===== config.mk =====
export PLATFORM = sky130hd
export DESIGN_NAME = read_packet_from_mem
export DESIGN_NICKNAME = d
export VERILOG_FILES = /design/src/rtl/eth_pkg.sv /design/src/rtl/byte_down_counter.sv /design/src/rtl/read_packet_from_mem.sv
export SDC_FILE = /design/constraint.sdc
export NUM_CORES = 1
export LEC_CHECK = 0
export ABC_AREA = 0
export CORE_MARGIN = 2
export CORE_UTILIZATION = 60
export CTS_CLUSTER_DIAMETER = 200
export DETAILED_ROUTE_END_ITERATION = 12
export PLACE_DENSITY = 0.94
export SETUP_SLACK_MARGIN = 0.3
export SYNTH_ARGS = -nofsm -noshare
export SYNTH_HDL_FRONTEND = slang
export SYNTH_SLANG_ARGS = --single-unit

===== constraint.sdc =====
create_clock -name iclk -period 6.14 [get_ports iclk]
set_input_delay 0.921 -clock iclk [delete_from_list [all_inputs] [get_ports iclk]]
set_output_delay 0.921 -clock iclk [all_outputs]
set_load 0.02 [all_outputs]

===== src/rtl/eth_pkg.sv =====
// Shared definitions for the packet reader: FSM state encoding and the
// Ethernet preamble / start-of-frame delimiter bytes.
package eth_pkg;

    typedef enum logic [1:0] {
        ST_IDLE = 2'd0,
        ST_PRE  = 2'd1,
        ST_DATA = 2'd2,
        ST_IFG  = 2'd3
    } state_t;

    localparam logic [7:0] PREAMBLE_BYTE = 8'h55;
    localparam logic [7:0] SFD_BYTE      = 8'hD5;
    localparam int         PRE_LEN       = 8;

endpackage


===== src/rtl/byte_down_counter.sv =====
// Loadable down-counter that stops at zero; the zero flag marks the final
// count of whatever phase loaded it.
module byte_down_counter #(
    parameter int pW = 16
) (
    input  logic          clk,
    input  logic          rst,
    input  logic          load,
    input  logic [pW-1:0] load_val,
    input  logic          dec,
    output logic          zero
);

    logic [pW-1:0] cnt_q, cnt_d;

    always_comb begin
        cnt_d = cnt_q;
        if (load)
            cnt_d = load_val;
        else if (dec && (cnt_q != '0))
            cnt_d = cnt_q - pW'(1);
    end

    always_ff @(posedge clk or posedge rst) begin
        if (rst)
            cnt_q <= '0;
        else
            cnt_q <= cnt_d;
    end

    assign zero = (cnt_q == '0);

endmodule


===== src/rtl/read_packet_from_mem.sv =====
// Reads length-prefixed packets out of a round buffer and streams them as
// preamble + SFD + payload bytes, followed by a fixed inter-frame gap.
module read_packet_from_mem
    import eth_pkg::*;
#(
    parameter int pRB_WIDHT  = 14,
    parameter int pFIFO_SIZE = 16,
    parameter int pMEM_WIDTH = 8,
    parameter int pIFG       = 12
) (
    input  logic                  iclk,
    input  logic                  i_rst,
    input  logic                  ienable,
    input  logic                  ififo_empty,
    input  logic [pFIFO_SIZE-1:0] ilen_pac,
    output logic                  ofifo_rd,
    output logic [pRB_WIDHT-1:0]  or_addr,
    input  logic [pMEM_WIDTH-1:0] ir_data,
    output logic                  otx_en,
    output logic [pMEM_WIDTH-1:0] otx_d,
    output logic                  obusy,
    output logic                  opkt_done
);

    state_t                  state_q, state_d;
    logic [pFIFO_SIZE-1:0]   len_q, len_d;
    logic [pRB_WIDHT-1:0]    rd_ptr_q, rd_ptr_d;
    logic [pRB_WIDHT-1:0]    or_addr_q, or_addr_d;
    logic                    otx_en_q, otx_en_d;
    logic [pMEM_WIDTH-1:0]   otx_d_q, otx_d_d;
    logic                    fifo_rd_q, fifo_rd_d;
    logic                    pkt_done_q, pkt_done_d;

    logic                    cnt_load, cnt_dec, cnt_zero;
    logic [pFIFO_SIZE-1:0]   cnt_load_val;
    logic                    start_ok, start_now;

    // One counter serves all three timed phases; each phase reloads it on entry.
    byte_down_counter #(
        .pW(pFIFO_SIZE)
    ) u_cnt (
        .clk      (iclk),
        .rst      (i_rst),
        .load     (cnt_load),
        .load_val (cnt_load_val),
        .dec      (cnt_dec),
        .zero     (cnt_zero)
    );

    always_comb begin
        state_d      = state_q;
        len_d        = len_q;
        rd_ptr_d     = rd_ptr_q;
        or_addr_d    = or_addr_q;
        otx_en_d     = 1'b0;
        otx_d_d      = '0;
        fifo_rd_d    = 1'b0;
        pkt_done_d   = 1'b0;
        cnt_load     = 1'b0;
        cnt_load_val = '0;
        cnt_dec      = 1'b0;
        start_ok     = ienable && !ififo_empty;
        start_now    = 1'b0;

        case (state_q)
            ST_IDLE: start_now = start_ok;
            ST_PRE: begin
                // A zero-length entry has already been popped; just drop it.
                if (len_q == '0) begin
                    state_d = ST_IDLE;
                end else begin
                    otx_en_d  = 1'b1;
                    otx_d_d   = cnt_zero ? pMEM_WIDTH'(SFD_BYTE) : pMEM_WIDTH'(PREAMBLE_BYTE);
                    or_addr_d = rd_ptr_q;
                    if (cnt_zero) begin
                        state_d      = ST_DATA;
                        cnt_load     = 1'b1;
                        cnt_load_val = len_q - pFIFO_SIZE'(1);
                    end else begin
                        cnt_dec = 1'b1;
                    end
                end
            end
            ST_DATA: begin
                otx_en_d  = 1'b1;
                otx_d_d   = ir_data;
                or_addr_d = or_addr_q + pRB_WIDHT'(1);
                if (cnt_zero) begin
                    // Address after the last byte is rd_ptr + len, wrapped.
                    rd_ptr_d     = or_addr_q + pRB_WIDHT'(1);
                    pkt_done_d   = 1'b1;
                    state_d      = ST_IFG;
                    cnt_load     = 1'b1;
                    cnt_load_val = pFIFO_SIZE'(pIFG - 1);
                end else begin
                    cnt_dec = 1'b1;
                end
            end
            ST_IFG: begin
                if (cnt_zero) begin
                    state_d   = ST_IDLE;
                    start_now = start_ok;
                end else begin
                    cnt_dec = 1'b1;
                end
            end
            default: state_d = ST_IDLE;
        endcase

        if (start_now) begin
            state_d      = ST_PRE;
            len_d        = ilen_pac;
            fifo_rd_d    = 1'b1;
            or_addr_d    = rd_ptr_q;
            cnt_load     = 1'b1;
            cnt_load_val = pFIFO_SIZE'(PRE_LEN - 1);
        end
    end

    always_ff @(posedge iclk or posedge i_rst) begin
        if (i_rst) begin
            state_q    <= ST_IDLE;
            len_q      <= '0;
            rd_ptr_q   <= '0;
            or_addr_q  <= '0;
            otx_en_q   <= 1'b0;
            otx_d_q    <= '0;
            fifo_rd_q  <= 1'b0;
            pkt_done_q <= 1'b0;
        end else begin
            state_q    <= state_d;
            len_q      <= len_d;
            rd_ptr_q   <= rd_ptr_d;
            or_addr_q  <= or_addr_d;
            otx_en_q   <= otx_en_d;
            otx_d_q    <= otx_d_d;
            fifo_rd_q  <= fifo_rd_d;
            pkt_done_q <= pkt_done_d;
        end
    end

    assign ofifo_rd  = fifo_rd_q;
    assign or_addr   = or_addr_q;
    assign otx_en    = otx_en_q;
    assign otx_d     = otx_d_q;
    assign opkt_done = pkt_done_q;
    assign obusy     = (state_q != ST_IDLE);

endmodule


==> flow_summary.yaml, run 1 <==
synthesis:
  synth_edf_count: 0
  synth.yosys.seq_area_share_pct: 44.9
  synthFlopType: "dfrtp_1"
  yosysWarnings: 0
  ys_ff_latch: 73
  syn_area_per_cell_um2: 9.18
  ys_types: 64
  synth_fp_nets: 480
  async_flop_share_pct: 100
  synthCells: 443
  syn_area_um2: 4070
route:
  drc: 0
  drt_pass1_iterations: 5
  post_drt_wl_per_cell_um: 17.4
  avgViaCountPerCell: 6.42
  wl_mm: 9.99
  vias: 3678
  route.antenna.remaining_nets: 0
  initialDrtViolationCount: 572
sta:
  rsz0062_at_grt: "false"
  finalHoldViolCount: 0
  relSlewSlack_pct: 28.6
  tightest_slew_ns: 1.07
  final_max_slew_viol_count: 0
  setup_viol: 0
  fin_crit_ns: 3.33
  period_share_pct: 54.2
  fmax_ghz: 0.300
  finalSetupTns_ns: 0
  fin_skew_ns: 0.00908
floorplan:
  die-area_um2: 7460
  initial_core_util_pct: 60.9
  fp.dieW_um: 86.4
  placementRows: 30
  fp.dieH_um: 86.4
  ios: 54
  core-area_um2: 6680
hold_path:
  worstHoldStart: "rd_ptr_q[11]"
  hold_class: "flip-flop to flip-flop"
clock_network:
  clk_pin_slew_ns: 0.07
  cts_setup_buffers: 0
  root_buffer: "clkbuf_8"
  clock_sinks: 73
  holdBufCountCts: 0
  numCtsBuffers: 9
  insertion_delay_ns: 0.36
  htree_num_levels: 3
  clock_path_buffers: 2
  ctsResizeCount: 0
  cts_tree: "yes"
place:
  dp_hpwl_mm: 6.82
  numPlacedInstances: 558
  numPortBuffers: 53
  gp_congestion: 0.912
worst_setup_path:
  criticalPathCategory: "flip-flop to flip-flop"
  required_ns: 6.38
  slowest_stage: "or4_1"
  start_kind: "flip-flop"
  endpoint_kind: "flip-flop"
  worstPathArrival_ns: 3.57
  crit_chain: "or4_1, nor2_1, a31oi_1, or2_1, clkinv_4, a31oi_2, o22a_1"
  cpPeakStageDelay_ns: 0.66
  critPathLaunch: "u_cnt.cnt_q[3]"
  r2r-start: "u_cnt.cnt_q[3]"
  cp_max_fo: 30
finish:
  antenna_cells: 0
  drive_above_1_share_pct: 6.49
  fin_nets: 526
  instances_no_fill: 573
  area_growth_pct: 17.9
  nFillCells: 481
global_routing:
  grt_first_pass_wirelength_mm: 16.7
  antenna_found_initial: 0
  grt_overflow: 0
  grt_start_max_net_pins: 74
  grt_pass1_vias: 3527
  track_usage_pct: 28.1
run:
  cap_viol_max_count: 0
power:
  power_density_nw_per_um2: 375
  p_leak_nw: 1.99
  ir_drop_mv: 0.220
status:
  status: "finished clean"
-- cell type report --
class                      count  area, um2  share of cell area [%]
inverter                      14       57.6                    1.20
timing repair buffer          56        553                    11.5
sequential                    73       1830                    38.1
clock buffer                  13        159                    3.31
clock inverter                 2       37.5                   0.782
tap                           80        100                    2.09
multi-input combinational    335       2060                    43.0
-- synth_stat cells, types with 2 or more instances --
library cell | n | area, um2
nor3_1 | 7 | 35.0
nand2_1 | 81 | 304
buf_2 | 6 | 30.0
nor4_1 | 3 | 18.8
buf_1 | 2 | 7.51
a2bb2oi_1 | 6 | 52.6
or2_2 | 3 | 18.8
a21oi_1 | 12 | 60.1
nand4_1 | 13 | 81.3
o2bb2ai_1 | 9 | 78.8
nand4b_1 | 2 | 17.5
a31oi_1 | 7 | 43.8
clkbuf_1 | 9 | 33.8
dfrtp_1 | 73 | 1830
nand2b_1 | 4 | 25.0
a22oi_1 | 9 | 67.6
and4_1 | 3 | 26.3
nor3b_1 | 4 | 30.0
and3_1 | 2 | 12.5
o21ai_1 | 5 | 25.0
a21boi_0 | 5 | 37.5
and2_1 | 8 | 50.1
inv_1 | 13 | 48.8
o21ai_0 | 34 | 170
mux2_2 | 2 | 22.5
xnor2_1 | 11 | 96.3
buf_8 | 2 | 30.0
o211ai_1 | 3 | 22.5
nor2_1 | 20 | 75.1
ha_1 | 9 | 113
o221ai_1 | 3 | 26.3
xor2_1 | 16 | 140
nand3_1 | 13 | 65.1
or4_1 | 8 | 60.1
o31ai_1 | 3 | 22.5
or3_1 | 5 | 31.3
-- state kept, by name (all words and copies together) (netlist names) --
register / flops
rd_ptr_q: 14
u_cnt.cnt_q: 16
ofifo_rd: 1
otx_d: 8
or_addr: 14
len_q: 16
state_q: 2
otx_en: 1
opkt_done: 1
-- power breakdown --
group          leakage, nW  switching, mW  internal, mW  total (mW)
Sequential           0.933          0.137         0.602       0.739
Clock               0.0957          0.177         0.208       0.386
Combinational        0.963          0.393         0.284       0.676
Total                 1.99          0.707          1.09        1.80
-- critical path, delay by kind of cell, from the launching register on --
kind / cells / cell delay [ns]
buffers and inverters: 1 / 0.38
and+or+nand+nor: 3 / 1.79
AOI/OAI and AO/OA: 3 / 0.61
DFF: 1 / 0.42
-- logic make-up after synthesis --
| kind of cell | Yosys count | share of synthesized area [%] |
|---|---|---|
| buffers and inverters | 35 | 4.37 |
| AO/OA/AOI/OAI | 112 | 18.4 |
| flip-flops | 73 | 44.9 |
| AND/OR/NAND/NOR | 184 | 22.9 |
| XOR/XNOR | 27 | 5.81 |
| adder cells (fa/ha/maj) | 9 | 2.77 |
| multiplexers | 3 | 0.799 |
-- final timing paths --
path / cells after the start / endpoint / slack, ns
hold / removal: 2 / rd_ptr_q[11] / 0.49
min in group asynchronous: 3 / rd_ptr_q[3] / 1.15
setup reg to reg: 7 / or_addr[11] / 2.81
hold reg to reg: 2 / rd_ptr_q[11] / 0.49
max in group asynchronous: 3 / or_addr[12] / 4.40
setup / recovery: 7 / or_addr[11] / 2.81
-- metal layers --
metal / vias to the layer above / GRT usage (%) / wire (um) / part of all wire [%]
li1: 1691 / - / - / -
met1: 1768 / 38.2 / 4170 / 42
met2: 195 / 44.1 / 4760 / 48
met3: 24 / 5.62 / 816 / 8.2
met4: 0 / 12.5 / 245 / 2.5
met5: - / 0 / 0 / 0
-- metrics by stage --
stage	utilization (%)	cell area, um2	hold WS (ns)	worst slack [ns]	power, mW
global placement	68.9	4600	0.464	2.86	1.36
global route	71.8	4800	0.513	2.72	1.91
CTS	71.8	4800	0.496	2.91	1.79
floorplan	-	4070	0.450	3.37	1.17
finish	71.8	4800	0.489	2.81	1.80
detailed placement	68.9	4600	0.480	2.64	1.40
-- cells in the final DEF, fill, tap and decap left out, types with 4 or more instances in the layout --
| cell | count |
|---|---|
| nor2_1 | 20 |
| or4_1 | 8 |
| or3_1 | 5 |
| nor3b_1 | 4 |
| a21oi_1 | 12 |
| xor2_1 | 16 |
| nand2b_1 | 4 |
| o2bb2ai_1 | 9 |
| and2_1 | 8 |
| a31oi_1 | 7 |
| o21ai_1 | 5 |
| nand3_1 | 13 |
| clkdlybuf4s50_1 | 53 |
| ha_1 | 9 |
| nand4_1 | 13 |
| dfrtp_1 | 73 |
| inv_1 | 12 |
| a21boi_0 | 5 |
| nand2_1 | 81 |
| o21ai_0 | 34 |
| clkbuf_8 | 11 |
| xnor2_1 | 11 |
| nor3_1 | 7 |
| a2bb2oi_1 | 6 |
| a22oi_1 | 9 |
(Power assumes the default switching activity.)
==> inputs of run 2 (changes only) <==
--- a/config.mk
+++ b/config.mk
@@ -7,10 +7,10 @@
 export LEC_CHECK = 0
 export ABC_AREA = 0
 export CORE_MARGIN = 2
-export CORE_UTILIZATION = 60
+export CORE_UTILIZATION = 55
 export CTS_CLUSTER_DIAMETER = 200
 export DETAILED_ROUTE_END_ITERATION = 12
-export PLACE_DENSITY = 0.94
+export PLACE_DENSITY = 0.88
 export SETUP_SLACK_MARGIN = 0.3
 export SYNTH_ARGS = -nofsm -noshare
 export SYNTH_HDL_FRONTEND = slang
==> constraint.sdc (replaced) <==
create_clock -name iclk -period 3.08 [get_ports iclk]
set_input_delay 0.462 -clock iclk [delete_from_list [all_inputs] [get_ports iclk]]
set_output_delay 0.462 -clock iclk [all_outputs]
set_load 0.02 [all_outputs]
==> flow_summary.yaml, run 2 (synthesis results as in run 1) <==
floorplan:
  core-area_um2: 7210
  fp.dieH_um: 90.0
  ios: 54
  fp.dieW_um: 90.0
  die-area_um2: 8100
  placementRows: 31
  initial_core_util_pct: 56.4
sta:
  setup_viol: 0
  finalSetupTns_ns: 0
  finalHoldViolCount: 0
  rsz0062_at_grt: "true"
  relSlewSlack_pct: 35.8
  fmax_ghz: 0.363
  fin_crit_ns: 2.76
  fin_skew_ns: 0.00990
  period_share_pct: 89.4
  tightest_slew_ns: 0.962
  final_max_slew_viol_count: 0
run:
  cap_viol_max_count: 0
route:
  drc: 0
  route.antenna.remaining_nets: 0
  initialDrtViolationCount: 344
  post_drt_wl_per_cell_um: 16.3
  wl_mm: 9.80
  vias: 3600
  avgViaCountPerCell: 5.98
  drt_pass1_iterations: 6
power:
  ir_drop_mv: 0.471
  p_leak_nw: 2.05
  power_density_nw_per_um2: 727
clock_network:
  root_buffer: "clkbuf_8"
  clock_path_buffers: 2
  insertion_delay_ns: 0.36
  clock_sinks: 73
  cts_setup_buffers: 0
  htree_num_levels: 3
  clk_pin_slew_ns: 0.08
  cts_tree: "yes"
  numCtsBuffers: 9
hold_path:
  worstHoldStart: "rd_ptr_q[7]"
  hold_end: "rd_ptr_q[7]"
  hold_depth: 1
  hold_class: "flip-flop to flip-flop"
worst_setup_path:
  required_ns: 3.32
  worstPathArrival_ns: 3.00
  r2r_cells: 7
  criticalPathCategory: "flip-flop to flip-flop"
  timing.rr.end: "or_addr[11]"
  cp_max_fo: 15
  endpoint_kind: "flip-flop"
  r2r-start: "u_cnt.cnt_q[10]"
  rrSetupSlack_ns: 0.32
  start_kind: "flip-flop"
place:
  numPortBuffers: 53
  gp_congestion: 0.897
  dp_hpwl_mm: 7.01
  dpl_cell_area_um2: 4710
finish:
  fin_area_um2: 4900
  fin_nets: 536
  reg_top3: "len_q: 16 flops, u_cnt.cnt_q: 16 flops"
  layout_commonest_cell: "nand2_1"
  final_cell_mix: "nand2_1, dfrtp_1, clkdlybuf4s50_1, o21ai_0, nor2_1"
  antenna_cells: 0
  area_growth_pct: 20.4
  drive_above_1_share_pct: 9.34
global_routing:
  grt_start_max_net_pins: 39
  grt_first_pass_wirelength_mm: 16.4
  antenna_found_initial: 0
  grt_overflow: 0
  grt_pass1_vias: 3417
  track_usage_pct: 25.0
status:
  status: "finished clean"
-- run 2: cell types whose count changed in the layout (fill, tap and decap cells not counted), moves of 2 or more --
cell,change
clkbuf_1,-2
clkbuf_8,-2
clkinv_2,+4
buf_4,+8
-- run 2: what timing repair did --
action	CTS	global route
hold buffers	0	0
cloned	1	0
gates resized for setup	1	2
setup endpoints to repair	2	13
-- run 2: cell type report --
type	instances	area (um2)
Tap cell	99	124
Multi-Input combinational cell	335	2070
Timing Repair Buffer	65	633
Clock buffer	9	124
Inverter	14	57.6
Clock inverter	6	60.1
Timing Repair inverter	1	5.00
Fill cell	543	2320
Sequential cell	73	1830
-- run 2: worst max-delay path by stage --
stage                     from             end  slack (ns)
2_1_floorplan            i_rst        len_q[0]        0.76
3_3_place_gp    u_cnt.cnt_q[2]     or_addr[11]        0.39
3_5_place_dp    u_cnt.cnt_q[2]     or_addr[11]        0.27
4_1_cts        u_cnt.cnt_q[10]     or_addr[11]        0.32
5_1_grt        u_cnt.cnt_q[10]  u_cnt.cnt_q[3]        0.20
6_report       u_cnt.cnt_q[10]     or_addr[11]        0.32
-- run 2: power breakdown --
part           switching, mW  leakage, nW  internal (mW)  total [mW]
clock network          0.360       0.0909          0.365       0.724
registers              0.258        0.933           1.20        1.46
logic                  0.779         1.02          0.598        1.38
total                   1.40         2.05           2.16        3.56
-- run 2: critical path, stage by stage, from the launching register on --
cell      delay (ns)
dfrtp_1         0.44
or4_4           0.60
nor4b_4         0.43
a31oi_1         0.19
or2_2           0.45
clkinv_4        0.19
a31oi_2         0.09
o22a_1          0.25
-- run 2: routing by layer --
layer,vias to the layer above,track usage (%),share of wire (%)
li1,1701,-,-
met1,1728,35.3,45
met2,159,39.7,47
met3,12,5.62,7.2
met4,0,6.03,1.1
met5,-,0,0
-- run 2: per-stage QoR --
stage                     worst slack, ns  util (%)  power, mW  hold WS, ns  std cells
final                               0.325      67.9       3.56        0.492        602
after global routing                0.203      67.9       3.78        0.509        602
after CTS                           0.315      67.9       3.55        0.493        602
after detailed placement            0.273      65.2       2.82        0.476        586
after global placement              0.392      65.2       2.75        0.459        586
after floorplan                     0.765         -       2.34        0.450        443
==> inputs of run 3 (changes only) <==
--- a/config.mk
+++ b/config.mk
@@ -6,10 +6,11 @@
 export NUM_CORES = 1
 export LEC_CHECK = 0
 export ABC_AREA = 0
-export CORE_MARGIN = 2
+export CORE_MARGIN = 4
 export CORE_UTILIZATION = 55
 export CTS_CLUSTER_DIAMETER = 200
 export DETAILED_ROUTE_END_ITERATION = 12
+export GPL_ROUTABILITY_DRIVEN = 0
 export PLACE_DENSITY = 0.88
 export SETUP_SLACK_MARGIN = 0.3
 export SYNTH_ARGS = -nofsm -noshare
==> flow_summary.yaml, run 3 (synthesis results as in run 1) <==
power:
  p_sw_share_pct: 38.4
  power_density_nw_per_um2: 752
  finalPower_mw: 3.73
  power_frac_comb_pct: 37.5
  ir_drop_mv: 0.425
  sequentialPowerShare_pct: 39.4
  p_leak_nw: 2.07
  p_sw_mw: 1.43
  clkPwrFrac_pct: 23.1
  internal-power_mw: 2.30
clock_network:
  htree_num_levels: 3
  clock_path_buffers: 2
  root_buffer: "clkbuf_8"
  clock_sinks: 73
  holdBufCountCts: 0
  cts_tree: "yes"
  insertion_delay_ns: 0.35
  clk_pin_slew_ns: 0.07
  numCtsBuffers: 9
worst_setup_path:
  start_kind: "flip-flop"
  slowest_stage: "a21oi_1"
  timing.rr.end: "u_cnt.cnt_q[12]"
  required_ns: 3.34
  cp_max_fo: 11
  crit_chain: "or4_1, nor2_2, a21oi_1, nand4_1, or4_1, o211ai_1"
  critPathLaunch: "u_cnt.cnt_q[2]"
  r2r-start: "u_cnt.cnt_q[2]"
  crit_path_frequent_cell: "or4_1"
  cpPeakStageDelay_ns: 0.76
  crit_family: "simple AND/OR/NAND/NOR gates"
  rrSetupSlack_ns: 0.44
  crit_cells: 6
  cp_num_buf_inv: 0
  r2r_cells: 6
  endpoint: "u_cnt.cnt_q[12]"
  endpoint_kind: "flip-flop"
  worstPathArrival_ns: 2.91
  criticalPathCategory: "flip-flop to flip-flop"
sta:
  relSlewSlack_pct: 37.1
  finalHoldViolCount: 0
  worst_hold_slack_ns: 0.492
  fmax_ghz: 0.378
  final_max_slew_viol_count: 0
  fin_crit_ns: 2.64
  fin_skew_ns: 0.00751
  tightest_slew_ns: 0.943
  period_share_pct: 85.8
  setup_viol: 0
  finalSetupTns_ns: 0
  rsz0062_at_grt: "true"
route:
  initialDrtViolationCount: 370
  avgViaCountPerCell: 6.02
  vias: 3632
  drc: 0
  drt_pass1_iterations: 7
  post_drt_wl_per_cell_um: 16.9
  wl_mm: 10.2
  route.antenna.remaining_nets: 0
finish:
  reg_top3: "len_q: 16 flops, u_cnt.cnt_q: 16 flops"
  post-route-util_pct: 68.7
  multiInputGateArea_um2: 2080
  drive_above_1_share_pct: 9.72
  fin_nets: 536
  fin_area_um2: 4960
  layout_commonest_cell: "nand2_1"
  final_cell_mix: "nand2_1, dfrtp_1, clkdlybuf4s50_1, o21ai_0, nor2_1"
  ff_latch_area_um2: 1830
  nFillCells: 577
  antenna_cells: 0
  area_growth_pct: 21.8
floorplan:
  core-area_um2: 7210
  placementRows: 31
  ios: 54
  die-area_um2: 8840
  fp.dieW_um: 94.0
  initial_core_util_pct: 56.4
  fp.dieH_um: 94.0
global_routing:
  track_usage_pct: 24.4
  grt_pass1_vias: 3496
  antenna_found_initial: 0
  grt_overflow: 0
  grt_first_pass_wirelength_mm: 16.9
  grt_start_max_net_pins: 39
hold_path:
  hold_class: "flip-flop to flip-flop"
  hold_depth: 2
status:
  status: "finished clean"
run:
  cap_viol_max_count: 0
place:
  dp_hpwl_mm: 7.14
  dpl_cell_area_um2: 4710
  numPortBuffers: 53
[run 3: area by class of cell]
type | instances | share of cell area, %
sequential | 73 | 36.9
clock buffer | 11 | 3.05
multi-input combinational | 335 | 42.0
timing repair buffer | 65 | 12.8
timing repair inverter | 1 | 0.101
inverter | 14 | 1.16
tap | 99 | 2.50
clock inverter | 5 | 1.56
[run 3: stage by stage]
| stage | worst slack (ns) | std cells |
|---|---|---|
| 2_1_floorplan | 0.765 | 443 |
| 3_3_place_gp | 0.396 | 586 |
| 3_5_place_dp | 0.299 | 586 |
| 4_1_cts | 0.308 | 603 |
| 5_1_grt | 0.243 | 603 |
| 6_report | 0.436 | 603 |
[run 3: timing repair]
| action | 4_1_cts | 5_1_grt |
|---|---|---|
| gates resized for setup | 2 | 3 |
| buffers inserted | 0 | 0 |
| setup endpoints to repair | 2 | 17 |
| gates cloned | 1 | 0 |
[run 3: worst min path at each step]
stage | from | end | slack (ns)
6_report | rd_ptr_q[11] | rd_ptr_q[11] | 0.49
5_1_grt | rd_ptr_q[8] | rd_ptr_q[8] | 0.52
4_1_cts | rd_ptr_q[12] | rd_ptr_q[12] | 0.49
3_5_place_dp | rd_ptr_q[11] | rd_ptr_q[11] | 0.47
3_3_place_gp | rd_ptr_q[7] | rd_ptr_q[7] | 0.46
2_1_floorplan | rd_ptr_q[7] | rd_ptr_q[7] | 0.45
[run 3: worst min-delay path: cells and delay by family, from the launching register on]
family           cells  cell delay (ns)
AND/OR/NAND/NOR      1             0.05
AO/OA/AOI/OAI        1             0.06
flip-flops           1             0.35
[run 3: per-layer routing]
metal | global-route usage, % | vias up | part of all wire [%]
met5 | 0 | - | 0
met4 | 9.39 | 0 | 1.7
met3 | 3.77 | 19 | 6.9
met2 | 38.0 | 174 | 48
met1 | 34.4 | 1733 | 44
li1 | - | 1706 | -
[run 3: power by group through the flow]
stage / clock network [mW] / registers [mW] / logic, mW
floorplan: 0 / 1.49 / 0.849
global placement: 0 / 1.44 / 1.31
detailed placement: 0 / 1.47 / 1.36
CTS: 0.870 / 1.45 / 1.38
global route: 0.917 / 1.50 / 1.54
finish: 0.860 / 1.47 / 1.40
